==> config.mk <==
export PLATFORM = sky130hd
export DESIGN_NAME = sram_arbiter_flat
export DESIGN_NICKNAME = d
export VERILOG_FILES = /design/src/rtl/sram_pkg.sv /design/src/rtl/sram_arbiter_if.sv /design/src/rtl/sram_read_tracker.sv /design/src/rtl/sram_arbiter.sv /design/src/flat_wrapper.sv
export SDC_FILE = /design/constraint.sdc
export NUM_CORES = 1
export LEC_CHECK = 0
export CAP_MARGIN = 20
export CORE_UTILIZATION = 25
export DETAILED_ROUTE_END_ITERATION = 16
export PLACE_DENSITY_LB_ADDON = 0.1
export SLEW_MARGIN = 20
export SYNTH_ARGS = -nofsm -noshare
export SYNTH_HDL_FRONTEND = slang
export SYNTH_SLANG_ARGS = --single-unit
export TNS_END_PERCENT = 50
==> constraint.sdc <==
create_clock -name clk -period 2.6 [get_ports clk]
set_input_delay 0.52 -clock clk [delete_from_list [all_inputs] [get_ports clk]]
set_output_delay 0.52 -clock clk [all_outputs]
set_load 0.01 [all_outputs]
==> src/rtl/sram_pkg.sv <==
// Shared constants and types for the SRAM arbiter slice.
// Holds port tags and the read-pipeline entry type.
package sram_pkg;

  localparam int SRAM_ADDR_W   = 20;
  localparam int SRAM_READ_LAT = 2;

  localparam logic PORT_A = 1'b0;
  localparam logic PORT_B = 1'b1;

  typedef struct packed {
    logic valid;
    logic tag;
  } rd_entry_t;

endpackage

==> src/rtl/sram_arbiter_if.sv <==
// One requester port of the SRAM arbiter.
// master: requester side; slave: arbiter side.
interface sram_arbiter_if #(
  parameter int ADDR_W = 20
) ();

  logic              req;
  logic              we;
  logic [ADDR_W-1:0] addr;
  logic [31:0]       wdata;
  logic              grant;
  logic              rvalid;
  logic [31:0]       rdata;

  modport master (
    output req, we, addr, wdata,
    input  grant, rvalid, rdata
  );

  modport slave (
    input  req, we, addr, wdata,
    output grant, rvalid, rdata
  );

endinterface

==> src/rtl/sram_read_tracker.sv <==
// DEPTH-deep valid/tag shift pipeline, synchronous clear.
// Ports: clk, rst, push (entry in), head (entry at depth DEPTH).
module sram_read_tracker
  import sram_pkg::*;
#(
  parameter int DEPTH = SRAM_READ_LAT
) (
  input  logic      clk,
  input  logic      rst,
  input  rd_entry_t push,
  output rd_entry_t head
);

  rd_entry_t pipe_q [DEPTH];
  rd_entry_t pipe_d [DEPTH];

  always_comb begin
    pipe_d[0] = push;
    for (int i = 1; i < DEPTH; i++) begin
      pipe_d[i] = pipe_q[i-1];
    end
  end

  always_ff @(posedge clk) begin
    if (rst) begin
      for (int i = 0; i < DEPTH; i++) begin
        pipe_q[i] <= '0;
      end
    end else begin
      for (int i = 0; i < DEPTH; i++) begin
        pipe_q[i] <= pipe_d[i];
      end
    end
  end

  assign head = pipe_q[DEPTH-1];

endmodule

==> src/rtl/sram_arbiter.sv <==
// Two-port SRAM arbiter: A priority, B anti-starvation.
// Ports: clk, rst, a_if/b_if (slave), sram_addr/we/wdata/rdata.
module sram_arbiter
  import sram_pkg::*;
#(
  parameter int ADDR_W   = SRAM_ADDR_W,
  parameter int READ_LAT = SRAM_READ_LAT,
  parameter int MAX_WAIT = 4
) (
  input  logic              clk,
  input  logic              rst,
  sram_arbiter_if.slave     a_if,
  sram_arbiter_if.slave     b_if,
  output logic [ADDR_W-1:0] sram_addr,
  output logic              sram_we,
  output logic [31:0]       sram_wdata,
  input  logic [31:0]       sram_rdata
);

  localparam int WW = $clog2(MAX_WAIT + 1);

  logic [WW-1:0] wait_cnt_q, wait_cnt_d;
  logic [31:0]   wdata_q, wdata_d;
  logic          force_b;
  logic          gnt_a, gnt_b;
  rd_entry_t     push, head;

  // B wins only once it has been denied MAX_WAIT cycles in a row.
  always_comb begin
    force_b = (wait_cnt_q == WW'(MAX_WAIT));
    gnt_a   = 1'b0;
    gnt_b   = 1'b0;
    if (!rst) begin
      priority case (1'b1)
        force_b && b_if.req: gnt_b = 1'b1;
        a_if.req:            gnt_a = 1'b1;
        b_if.req:            gnt_b = 1'b1;
        default: ;
      endcase
    end
  end

  always_comb begin
    sram_we   = 1'b0;
    sram_addr = '0;
    wdata_d   = wdata_q;
    if (gnt_a) begin
      sram_we   = a_if.we;
      sram_addr = a_if.addr;
      if (a_if.we) wdata_d = a_if.wdata;
    end else if (gnt_b) begin
      sram_we   = b_if.we;
      sram_addr = b_if.addr;
      if (b_if.we) wdata_d = b_if.wdata;
    end
  end

  always_comb begin
    wait_cnt_d = wait_cnt_q;
    if (!b_if.req || gnt_b) begin
      wait_cnt_d = '0;
    end else if (!force_b) begin
      wait_cnt_d = wait_cnt_q + 1'b1;
    end
  end

  always_ff @(posedge clk) begin
    if (rst) begin
      wait_cnt_q <= '0;
      wdata_q    <= '0;
    end else begin
      wait_cnt_q <= wait_cnt_d;
      wdata_q    <= wdata_d;
    end
  end

  assign push.valid = (gnt_a & ~a_if.we)
                    | (gnt_b & ~b_if.we);
  assign push.tag   = gnt_b ? PORT_B : PORT_A;

  sram_read_tracker #(
    .DEPTH (READ_LAT)
  ) u_trk (
    .clk  (clk),
    .rst  (rst),
    .push (push),
    .head (head)
  );

  assign sram_wdata  = wdata_q;
  assign a_if.grant  = gnt_a;
  assign b_if.grant  = gnt_b;
  assign a_if.rvalid = head.valid && !rst
                    && (head.tag == PORT_A);
  assign b_if.rvalid = head.valid && !rst
                    && (head.tag == PORT_B);
  assign a_if.rdata  = sram_rdata;
  assign b_if.rdata  = sram_rdata;

endmodule

==> src/flat_wrapper.sv <==
// flat-port wrapper written by rule: the top's interface ports become plain ports
module sram_arbiter_flat import sram_pkg::*;
#(
  parameter int ADDR_W   = SRAM_ADDR_W,
  parameter int READ_LAT = SRAM_READ_LAT,
  parameter int MAX_WAIT = 4
)
  (clk, rst, sram_addr, sram_we, sram_wdata, sram_rdata, a_if_req, a_if_we, a_if_addr, a_if_wdata, a_if_grant, a_if_rvalid, a_if_rdata, b_if_req, b_if_we, b_if_addr, b_if_wdata, b_if_grant, b_if_rvalid, b_if_rdata);
  sram_arbiter_if #(.ADDR_W(ADDR_W)) a_if_i ();
  sram_arbiter_if #(.ADDR_W(ADDR_W)) b_if_i ();
  input  logic clk;
  input  logic rst;
  output logic [ADDR_W-1:0] sram_addr;
  output logic sram_we;
  output logic [31:0] sram_wdata;
  input  logic [31:0] sram_rdata;
  input wire logic [$bits(a_if_i.req)-1:0] a_if_req;
  input wire logic [$bits(a_if_i.we)-1:0] a_if_we;
  input wire logic [$bits(a_if_i.addr)-1:0] a_if_addr;
  input wire logic [$bits(a_if_i.wdata)-1:0] a_if_wdata;
  output wire logic [$bits(a_if_i.grant)-1:0] a_if_grant;
  output wire logic [$bits(a_if_i.rvalid)-1:0] a_if_rvalid;
  output wire logic [$bits(a_if_i.rdata)-1:0] a_if_rdata;
  input wire logic [$bits(b_if_i.req)-1:0] b_if_req;
  input wire logic [$bits(b_if_i.we)-1:0] b_if_we;
  input wire logic [$bits(b_if_i.addr)-1:0] b_if_addr;
  input wire logic [$bits(b_if_i.wdata)-1:0] b_if_wdata;
  output wire logic [$bits(b_if_i.grant)-1:0] b_if_grant;
  output wire logic [$bits(b_if_i.rvalid)-1:0] b_if_rvalid;
  output wire logic [$bits(b_if_i.rdata)-1:0] b_if_rdata;
  assign a_if_i.req = a_if_req;
  assign a_if_i.we = a_if_we;
  assign a_if_i.addr = a_if_addr;
  assign a_if_i.wdata = a_if_wdata;
  assign a_if_grant = a_if_i.grant;
  assign a_if_rvalid = a_if_i.rvalid;
  assign a_if_rdata = a_if_i.rdata;
  assign b_if_i.req = b_if_req;
  assign b_if_i.we = b_if_we;
  assign b_if_i.addr = b_if_addr;
  assign b_if_i.wdata = b_if_wdata;
  assign b_if_grant = b_if_i.grant;
  assign b_if_rvalid = b_if_i.rvalid;
  assign b_if_rdata = b_if_i.rdata;
  sram_arbiter #(.ADDR_W(ADDR_W), .READ_LAT(READ_LAT), .MAX_WAIT(MAX_WAIT)) u_core (.clk(clk), .rst(rst), .a_if(a_if_i), .b_if(b_if_i), .sram_addr(sram_addr), .sram_we(sram_we), .sram_wdata(sram_wdata), .sram_rdata(sram_rdata));
endmodule
==> impl_metrics.toml, run 1 <==
[run_status]
status = "finished, final reports clean"

[route]
ant_nets = 0
post_drt_wl_per_cell_um = 18.3
wl_met3_um = 962
met1Wirelength_um = 4570
drt_first_pass_iters = 4
drt_wl_total_um = 10000
drc = 0
avgViaCountPerCell = 5.28
drt_iter0_drc = 117
top_layer = "met4"
via_count = 2884
met2_length_um = 4400

[timing]
fin_crit_sh_pct = 95.9
hold_violations = 0
worst_slack_ns = 0.107
fmax_mhz = 401
rsz0062_at_grt = "no"
final.min_clock_period_ns = 2.49
slew_headroom_pct = 54.8
report.final.slew_viol_count = 0
fin_skew_ns = 0.00885
tightest_slew_ns = 0.679
setup_viol = 0

[clocking]
clock_latency_ns = 0.29
cts_buffers = 5
cts_tree = "built"
clk_pin_slew_ns = 0.08
clock-sinks = 39
htreeDepth = 2
clockRootBuffer = "clkbuf_8"
cts_hold_buffers = 0
cts_setup_buffers = 0
cts_buffer_depth = 2

[global_route]
overflow = 0
grt_max_degree = 65
grt_pass1_wl_um = 15200
grt_pass1_vias = 2811
antenna_found_initial = 0
grt_usage_pct = 16.9

[logic_synthesis]
ys_types = 25
synthArstFlopShare_pct = 0
synth_seq_cells = 39
syn_inst = 323
yosys_warnings = 0
syn_avg_cell_area_um2 = 8.46
synth.cell_area_um2 = 2730
synth_edf_count = 0
ys_seq_area_share_pct = 28.6
synth.top_cell.area_share_pct = 28.6
synth_common_cells = "buf_4 (66), dfxtp_1 (39), nand3_1 (34)"
synth.net_count = 467
yosysTopAreaCell = "dfxtp_1"
ys.flop_type = "dfxtp_1"
synth_top_cells_by_area = "dfxtp_1 (29%), buf_4 (18%), a221oi_1 (10%)"
synth.most_common_cell = "buf_4"

[layout]
syn_to_final_growth_pct = 52.0
drive_gt1_share_pct = 8.78
nets = 553
stdcell_count = 546
fillerInstances = 1111
diodes = 0

[place]
io_buffers = 166
hpwl_um = 6620
dp_cells = 538
pre_cts_ws_ns = -0.245
gp_congestion = 0.692

[floorplanning]
fp.dieH_um = 107
dieWidth_um = 107
core_um2 = 10500
initial_utilization_pct = 26.1
die-area_um2 = 11400
rows = 37
ioPinCount = 263

[critical_path]
cp_max_fo = 15
critPathBufInv = 3
worstPathRequired_ns = 2.08
crit_path_end_kind = "primary output"
r2r_slack_ns = 0.64
worst-setup-path-type = "reg -> out"
cp_slowest_cell = "dfxtp_2"
cp_top_family = "buffers and inverters"
critPathLaunchType = "register"
arrival_ns = 1.97
max_stage_delay_ns = 0.35
crit_chain = "inv_1 -> ha_2 -> a21bo_2 -> and3b_2 -> buf_12 -> a22o_1 -> dlygate4sd2_1"

[power_and_ir_drop]
p_leak_nw = 1.52
ir_worst_vdd_mv = 0.207
pwr_density_cell_nw_per_um2 = 406

[worst_hold_path]
min_path_type = "reg -> reg"

[run]
drv_cap = 0
[per-stage QoR]
step / total power, W / hold slack [ns] / cell area [um2] / TNS (ns) / utilization, %
6_report: 0.00169 / 0.422 / 4160 / 0 / 39.7
5_1_grt: 0.00177 / 0.441 / 4160 / 0 / 39.7
4_1_cts: 0.00172 / 0.450 / 4140 / -0.660 / 39.5
3_5_place_dp: 0.00119 / 0.428 / 4050 / -4.81 / 38.7
3_3_place_gp: 0.00119 / 0.423 / 4050 / -4.53 / 38.7
2_1_floorplan: 0.000964 / 0.414 / 2730 / 0 / -
[worst paths after layout]
path / startpoint / endpoint / cells past startpoint
max: u_core.wait_cnt_q[0]$_SDFFE_PP0P_ / sram_addr[10] / 7
min: u_core.wait_cnt_q[0]$_SDFFE_PP0P_ / u_core.wait_cnt_q[0]$_SDFFE_PP0P_ / 1
max reg2reg: u_core.wait_cnt_q[0]$_SDFFE_PP0P_ / u_core.sram_wdata[28]$_SDFFE_PP0P_ / 7
min reg2reg: u_core.wait_cnt_q[0]$_SDFFE_PP0P_ / u_core.wait_cnt_q[0]$_SDFFE_PP0P_ / 1
[logic make-up after synthesis]
group / after synthesis / synth area share, %
AOI/OAI and AO/OA: 119 / 34.1
buffers and inverters: 109 / 25.5
and+or+nand+nor: 53 / 10.6
DFF: 39 / 28.6
adders and majority gates: 2 / 0.915
muxes: 1 / 0.366
[power by group]
| group | switching, W | leakage (nW) | internal, W | total [W] |
|---|---|---|---|---|
| logic | 0.000193 | 1.14 | 0.000312 | 0.000505 |
| clock network | 0.000241 | 0.0581 | 0.000286 | 0.000527 |
| registers | 0.0000198 | 0.320 | 0.000635 | 0.000655 |
| total | 0.000454 | 1.52 | 0.00123 | 0.00169 |
[state kept, by name (all words and copies together), names as in the netlist]
register,count
u_core.sram_wdata,32
u_core.u_trk.pipe_q,4
u_core.wait_cnt_q,3
[placed cells by master (no fill, tap or decap), types with 2 or more instances in the layout]
cell,instances
clkdlybuf4s50_1,141
dfxtp_1,38
nand3_1,33
o21ai_0,32
a221oi_1,32
a311oi_1,32
a22o_1,20
buf_4,17
dlygate4sd2_1,15
clkdlybuf4s15_1,7
clkbuf_8,5
and3b_1,4
nor2_1,4
inv_1,3
nor2b_1,2
dlymetal6s2s_1,2
buf_12,2
[layout make-up]
type                       instances  area [um2]  share of cell area (%)
sequential                        39         782                    18.8
multi-input combinational        175        1270                    30.6
tap                              136         170                    4.09
clock inverter                     3        43.8                    1.05
inverter                           3        11.3                   0.271
timing repair buffer             185        1810                    43.6
clock buffer                       5        68.8                    1.66
[what timing repair did]
action,in CTS,in global routing
setup endpoints to repair,23,21
hold endpoints to repair,0,0
cloned,0,0
resized for setup,23,12
[layer usage]
| metal | track usage, % | vias to the layer above |
|---|---|---|
| met5 | 0 | - |
| met1 | 23.0 | 1374 |
| met4 | 4.01 | 0 |
| met2 | 26.0 | 146 |
| met3 | 4.98 | 13 |
| li1 | - | 1351 |
Note: power is estimated with default switching activity, not from simulation.
==> run 2: changes to the inputs <==
--- a/config.mk
+++ b/config.mk
@@ -8,7 +8,7 @@
 export CAP_MARGIN = 20
 export CORE_UTILIZATION = 25
 export DETAILED_ROUTE_END_ITERATION = 16
-export PLACE_DENSITY_LB_ADDON = 0.1
+export PLACE_DENSITY = 0.76
 export SLEW_MARGIN = 20
 export SYNTH_ARGS = -nofsm -noshare
 export SYNTH_HDL_FRONTEND = slang
==> impl_metrics.toml, run 2 (synthesis gave the netlist of run 1 again) <==
[worst_hold_path]
min_path_type = "reg -> reg"

[critical_path]
arrival_ns = 2.12
crit_chain = "clkdlybuf4s50_1 -> a21bo_2 -> and3b_1 -> buf_12 -> a22o_1 -> dlygate4sd2_1"
critPathLaunchType = "input port"
cp_max_fo = 22
worst-setup-path-type = "in -> out"
cp_slowest_cell = "clkdlybuf4s50_1"
crit_path_end_kind = "primary output"
worstPathRequired_ns = 2.08
r2r_slack_ns = 0.60
max_stage_delay_ns = 0.48

[layout]
final_common_cell = "clkdlybuf4s50_1"
drive_gt1_share_pct = 10.3
fin_area_um2 = 4090
syn_to_final_growth_pct = 49.6
largest_reg_flops = 32
nets = 550
diodes = 0
stdcell_count = 543
final_cell_mix = "clkdlybuf4s50_1 (142), dfxtp_1 (39), nand3_1 (33)"

[timing]
final.min_clock_period_ns = 2.64
rsz0062_at_grt = "yes"
setup_viol = 5
worst_slack_ns = -0.0423
hold_violations = 0
slew_headroom_pct = 56.6
fin_skew_ns = 0.0104
holdWs_ns = 0.438
fmax_mhz = 378
tightest_slew_ns = 0.651
report.final.slew_viol_count = 0
fin_crit_sh_pct = 102

[floorplanning]
fp.dieH_um = 107
core_um2 = 10500
die-area_um2 = 11400
dieWidth_um = 107
rows = 37
ioPinCount = 263
initial_utilization_pct = 26.1

[route]
post_drt_wl_per_cell_um = 19.7
drt_wl_total_um = 10700
drt_first_pass_iters = 4
drc = 0
via_count = 2944
ant_nets = 0
drt_iter0_drc = 238
avgViaCountPerCell = 5.42

[power_and_ir_drop]
power_frac_seq_pct = 38.5
pwr_density_cell_nw_per_um2 = 416
sw_frac_of_total_pct = 26.3
ir_worst_vdd_mv = 0.232
switchingPower_w = 0.000448
clkPwrFrac_pct = 31.2
internal-power_w = 0.00125
finalPower_w = 0.00170
p_leak_nw = 1.46
power_frac_comb_pct = 30.3

[run]
drv_cap = 0

[clocking]
clock-sinks = 39
htreeDepth = 2
cts_tree = "built"
clock_latency_ns = 0.29
clockRootBuffer = "clkbuf_8"
cts_buffer_depth = 2
cts_setup_buffers = 0
clk_pin_slew_ns = 0.07
cts_buffers = 5

[global_route]
grt_max_degree = 65
antenna_found_initial = 0
grt_pass1_wl_um = 15800
grt_pass1_vias = 2857
overflow = 0
grt_usage_pct = 17.7

[run_status]
status = "complete, but fails checks"
violations = "negative setup slack"

[place]
dp_cells = 535
io_buffers = 166
hpwl_um = 7860
pre_cts_ws_ns = -0.229
gp_congestion = 0.871
place_area_um2 = 4020
[run 2: cell count changes in the layout (fill, tap and decap cells not counted), moves of 2 or more]
cell | before | now
clkdlybuf4s15_2 | 0 | 2
dlymetal6s2s_1 | 2 | 0
buf_4 | 17 | 13
clkdlybuf4s15_1 | 7 | 4
clkbuf_2 | 0 | 10
dlygate4sd2_1 | 15 | 7
[run 2: cell type report]
class	instances	area [um2]
fillers	1061	6370
repair buffers	182	1740
multi-input cells	175	1270
flip-flops and latches	39	781
well taps	136	170
clock buffers	6	82.6
clock inverters	2	35.0
inverters	3	11.3
[run 2: what timing repair did]
action,in CTS,in global routing
setup endpoints to repair,22,20
pin swaps,0,0
hold buffers,0,0
resized for setup,40,15
[run 2: worst max-delay path: cells and delay by family]
kind / cells / cell delay (ns)
buf+inv: 3 / 0.92
compound gates: 2 / 0.48
simple gates: 1 / 0.19
[run 2: power groups by stage]
| stage | combinational [W] | clock, W | sequential, W |
|---|---|---|---|
| floorplan | 0.000281 | 0 | 0.000683 |
| detailed placement | 0.000527 | 0 | 0.000669 |
| global placement | 0.000525 | 0 | 0.000669 |
| CTS | 0.000522 | 0.000555 | 0.000656 |
| global route | 0.000550 | 0.000569 | 0.000660 |
| finish | 0.000515 | 0.000531 | 0.000656 |
[run 2: per-stage QoR]
step,TNS [ns],util (%)
final,-0.119,39.1
after global routing,-0.178,39.1
after CTS,-0.232,39.5
after detailed placement,-4.35,38.4
after global placement,-3.80,38.4
after floorplan,0,-
[run 2: metal layers]
metal	vias to the layer above	track usage (%)	routed length, um
met1	1379	19.5	3900
li1	1344	-	-
met5	-	0	0
met2	200	32.5	5480
met3	21	4.19	1050
met4	0	6.65	248
[run 2: worst paths after layout]
kind                            cells after the start                                 start                                   end
worst min-delay path                                1  u_core.u_trk.pipe_q[0][0]$_SDFF_PP0_  u_core.u_trk.pipe_q[0][2]$_SDFF_PP0_
worst max-delay path                                6                              a_if_req                          sram_addr[7]
worst max register to register                      7     u_core.wait_cnt_q[0]$_SDFFE_PP0P_    u_core.sram_wdata[30]$_SDFFE_PP0P_
worst min register to register                      1  u_core.u_trk.pipe_q[0][0]$_SDFF_PP0_  u_core.u_trk.pipe_q[0][2]$_SDFF_PP0_
==> run 3: changes to the inputs <==
--- a/config.mk
+++ b/config.mk
@@ -9,6 +9,7 @@
 export CORE_UTILIZATION = 25
 export DETAILED_ROUTE_END_ITERATION = 16
 export PLACE_DENSITY = 0.76
+export SETUP_SLACK_MARGIN = 0.15
 export SLEW_MARGIN = 20
 export SYNTH_ARGS = -nofsm -noshare
 export SYNTH_HDL_FRONTEND = slang
==> impl_metrics.toml, run 3 (synthesis gave the netlist of run 1 again) <==
[route]
drt_first_pass_iters = 5
drc = 0
drt_wl_total_um = 11000
post_drt_wl_per_cell_um = 20.0
avgViaCountPerCell = 5.47
via_count = 3004
drt_iter0_drc = 199
ant_nets = 0

[global_route]
grt_pass1_wl_um = 16000
grt_max_degree = 65
overflow = 0
grt_usage_pct = 18.1
grt_pass1_vias = 2882
antenna_found_initial = 0

[floorplanning]
dieWidth_um = 107
rows = 37
core_um2 = 10500
fp.dieH_um = 107
die-area_um2 = 11400
initial_utilization_pct = 26.1
ioPinCount = 263

[timing]
finalSetupTns_ns = 0
slew_headroom_pct = 56.8
rsz0062_at_grt = "yes"
holdWs_ns = 0.439
worst_slack_ns = 0.109
report.final.slew_viol_count = 0
hold_violations = 0
fmax_mhz = 402
final.min_clock_period_ns = 2.49
setup_viol = 0
fin_crit_sh_pct = 95.8
tightest_slew_ns = 0.648
fin_skew_ns = 0.00929

[place]
dp_cells = 535
gp_congestion = 0.871
pre_cts_ws_ns = -0.229
hpwl_um = 7860
io_buffers = 166
place_area_um2 = 4020

[critical_path]
path_depth = 6
cp_top_family = "buffers and inverters"
r2r_cells = 7
worstPathRequired_ns = 2.08
arrival_ns = 1.97
cp_slowest_cell = "clkdlybuf4s50_1"
cp_max_fo = 10
critPathBufInv = 3
max_stage_delay_ns = 0.44
crit_chain = "clkdlybuf4s50_1 -> and3_1 -> nor2_2 -> buf_2 -> a22o_1 -> clkdlybuf4s15_1"
worst-setup-path-type = "in -> out"
crit_path_end_kind = "primary output"
critPathLaunchType = "input port"

[worst_hold_path]
min_path_type = "reg -> reg"
hold_path_depth = 1

[clocking]
cts_buffers = 5
cts_buffer_depth = 2
clockRootBuffer = "clkbuf_8"
cts_tree = "built"
clk_pin_slew_ns = 0.07
clock_latency_ns = 0.29
cts_hold_buffers = 0
htreeDepth = 2
clock-sinks = 39

[power_and_ir_drop]
p_leak_nw = 1.51
pwr_density_cell_nw_per_um2 = 410
ir_worst_vdd_mv = 0.234

[layout]
regArea_um2 = 783
diodes = 0
syn_to_final_growth_pct = 53.2
multiInputGateArea_um2 = 1290
drive_gt1_share_pct = 13.3
nets = 556
final_cell_mix = "clkdlybuf4s50_1 (141), dfxtp_1 (37), nand3_1 (33)"
fin_area_um2 = 4190
largest_reg_flops = 32
final_common_cell = "clkdlybuf4s50_1"
fillerInstances = 1049
stdcell_count = 549

[run]
drv_cap = 0

[run_status]
status = "finished, final reports clean"
-- run 3: cell count changes in the layout (fill, tap and decap cells not counted), moves of 2 or more --
cell,before,now
buf_2,1,7
clkbuf_2,10,5
dlygate4sd2_1,7,3
buf_4,13,16
clkdlybuf4s15_1,4,7
dfxtp_1,39,37
dfxtp_2,0,2
inv_1,3,1
inv_2,0,2
-- run 3: power by group --
group,internal [W],switching [W],leakage (nW)
registers,0.000635,0.0000205,0.321
logic,0.000318,0.000212,1.13
clock network,0.000311,0.000222,0.0612
total,0.00126,0.000455,1.51
-- run 3: per-layer routing --
layer	global-route usage, %	wire, um	vias up
met4	6.95	299	0
met2	33.2	5540	213
met1	19.8	4080	1409
li1	-	-	1359
met3	4.38	1060	23
met5	0	0	-
-- run 3: final cells by class --
| cell class | instances | share of cell area (%) |
|---|---|---|
| Clock inverter | 2 | 0.836 |
| Multi-Input combinational cell | 175 | 30.7 |
| Sequential cell | 39 | 18.7 |
| Inverter | 3 | 0.269 |
| Clock buffer | 6 | 1.97 |
| Timing Repair Buffer | 188 | 43.5 |
| Tap cell | 136 | 4.06 |
-- run 3: per-stage QoR --
stage,total power (W),util [%]
floorplan,0.000964,-
global placement,0.00119,38.4
detailed placement,0.00120,38.4
CTS,0.00175,40.3
global route,0.00179,40.0
finish,0.00172,40.0
-- run 3: what timing repair did --
| item | in CTS | in global routing |
|---|---|---|
| setup buffers | 4 | 0 |
| pin swaps | 4 | 1 |
| resized for setup | 70 | 10 |
| gates cloned | 1 | 1 |
| endpoints found under the setup margin | 23 | 22 |
-- run 3: worst paths after layout --
check                                        from                              endpoint  slack, ns
min reg2reg  u_core.u_trk.pipe_q[0][0]$_SDFF_PP0_  u_core.u_trk.pipe_q[0][2]$_SDFF_PP0_       0.44
min          u_core.u_trk.pipe_q[0][0]$_SDFF_PP0_  u_core.u_trk.pipe_q[0][2]$_SDFF_PP0_       0.44
max reg2reg     u_core.wait_cnt_q[0]$_SDFFE_PP0P_     u_core.sram_wdata[1]$_SDFFE_PP0P_       0.65
max                                      b_if_req                          sram_addr[7]       0.11
-- run 3: worst reg2reg max path: stages (launching register included) --
cell	delay, ns
dfxtp_2	0.35
inv_2	0.05
ha_4	0.16
buf_4	0.14
nand3_2	0.09
buf_4	0.51
a221oi_1	0.25
a311oi_1	0.32
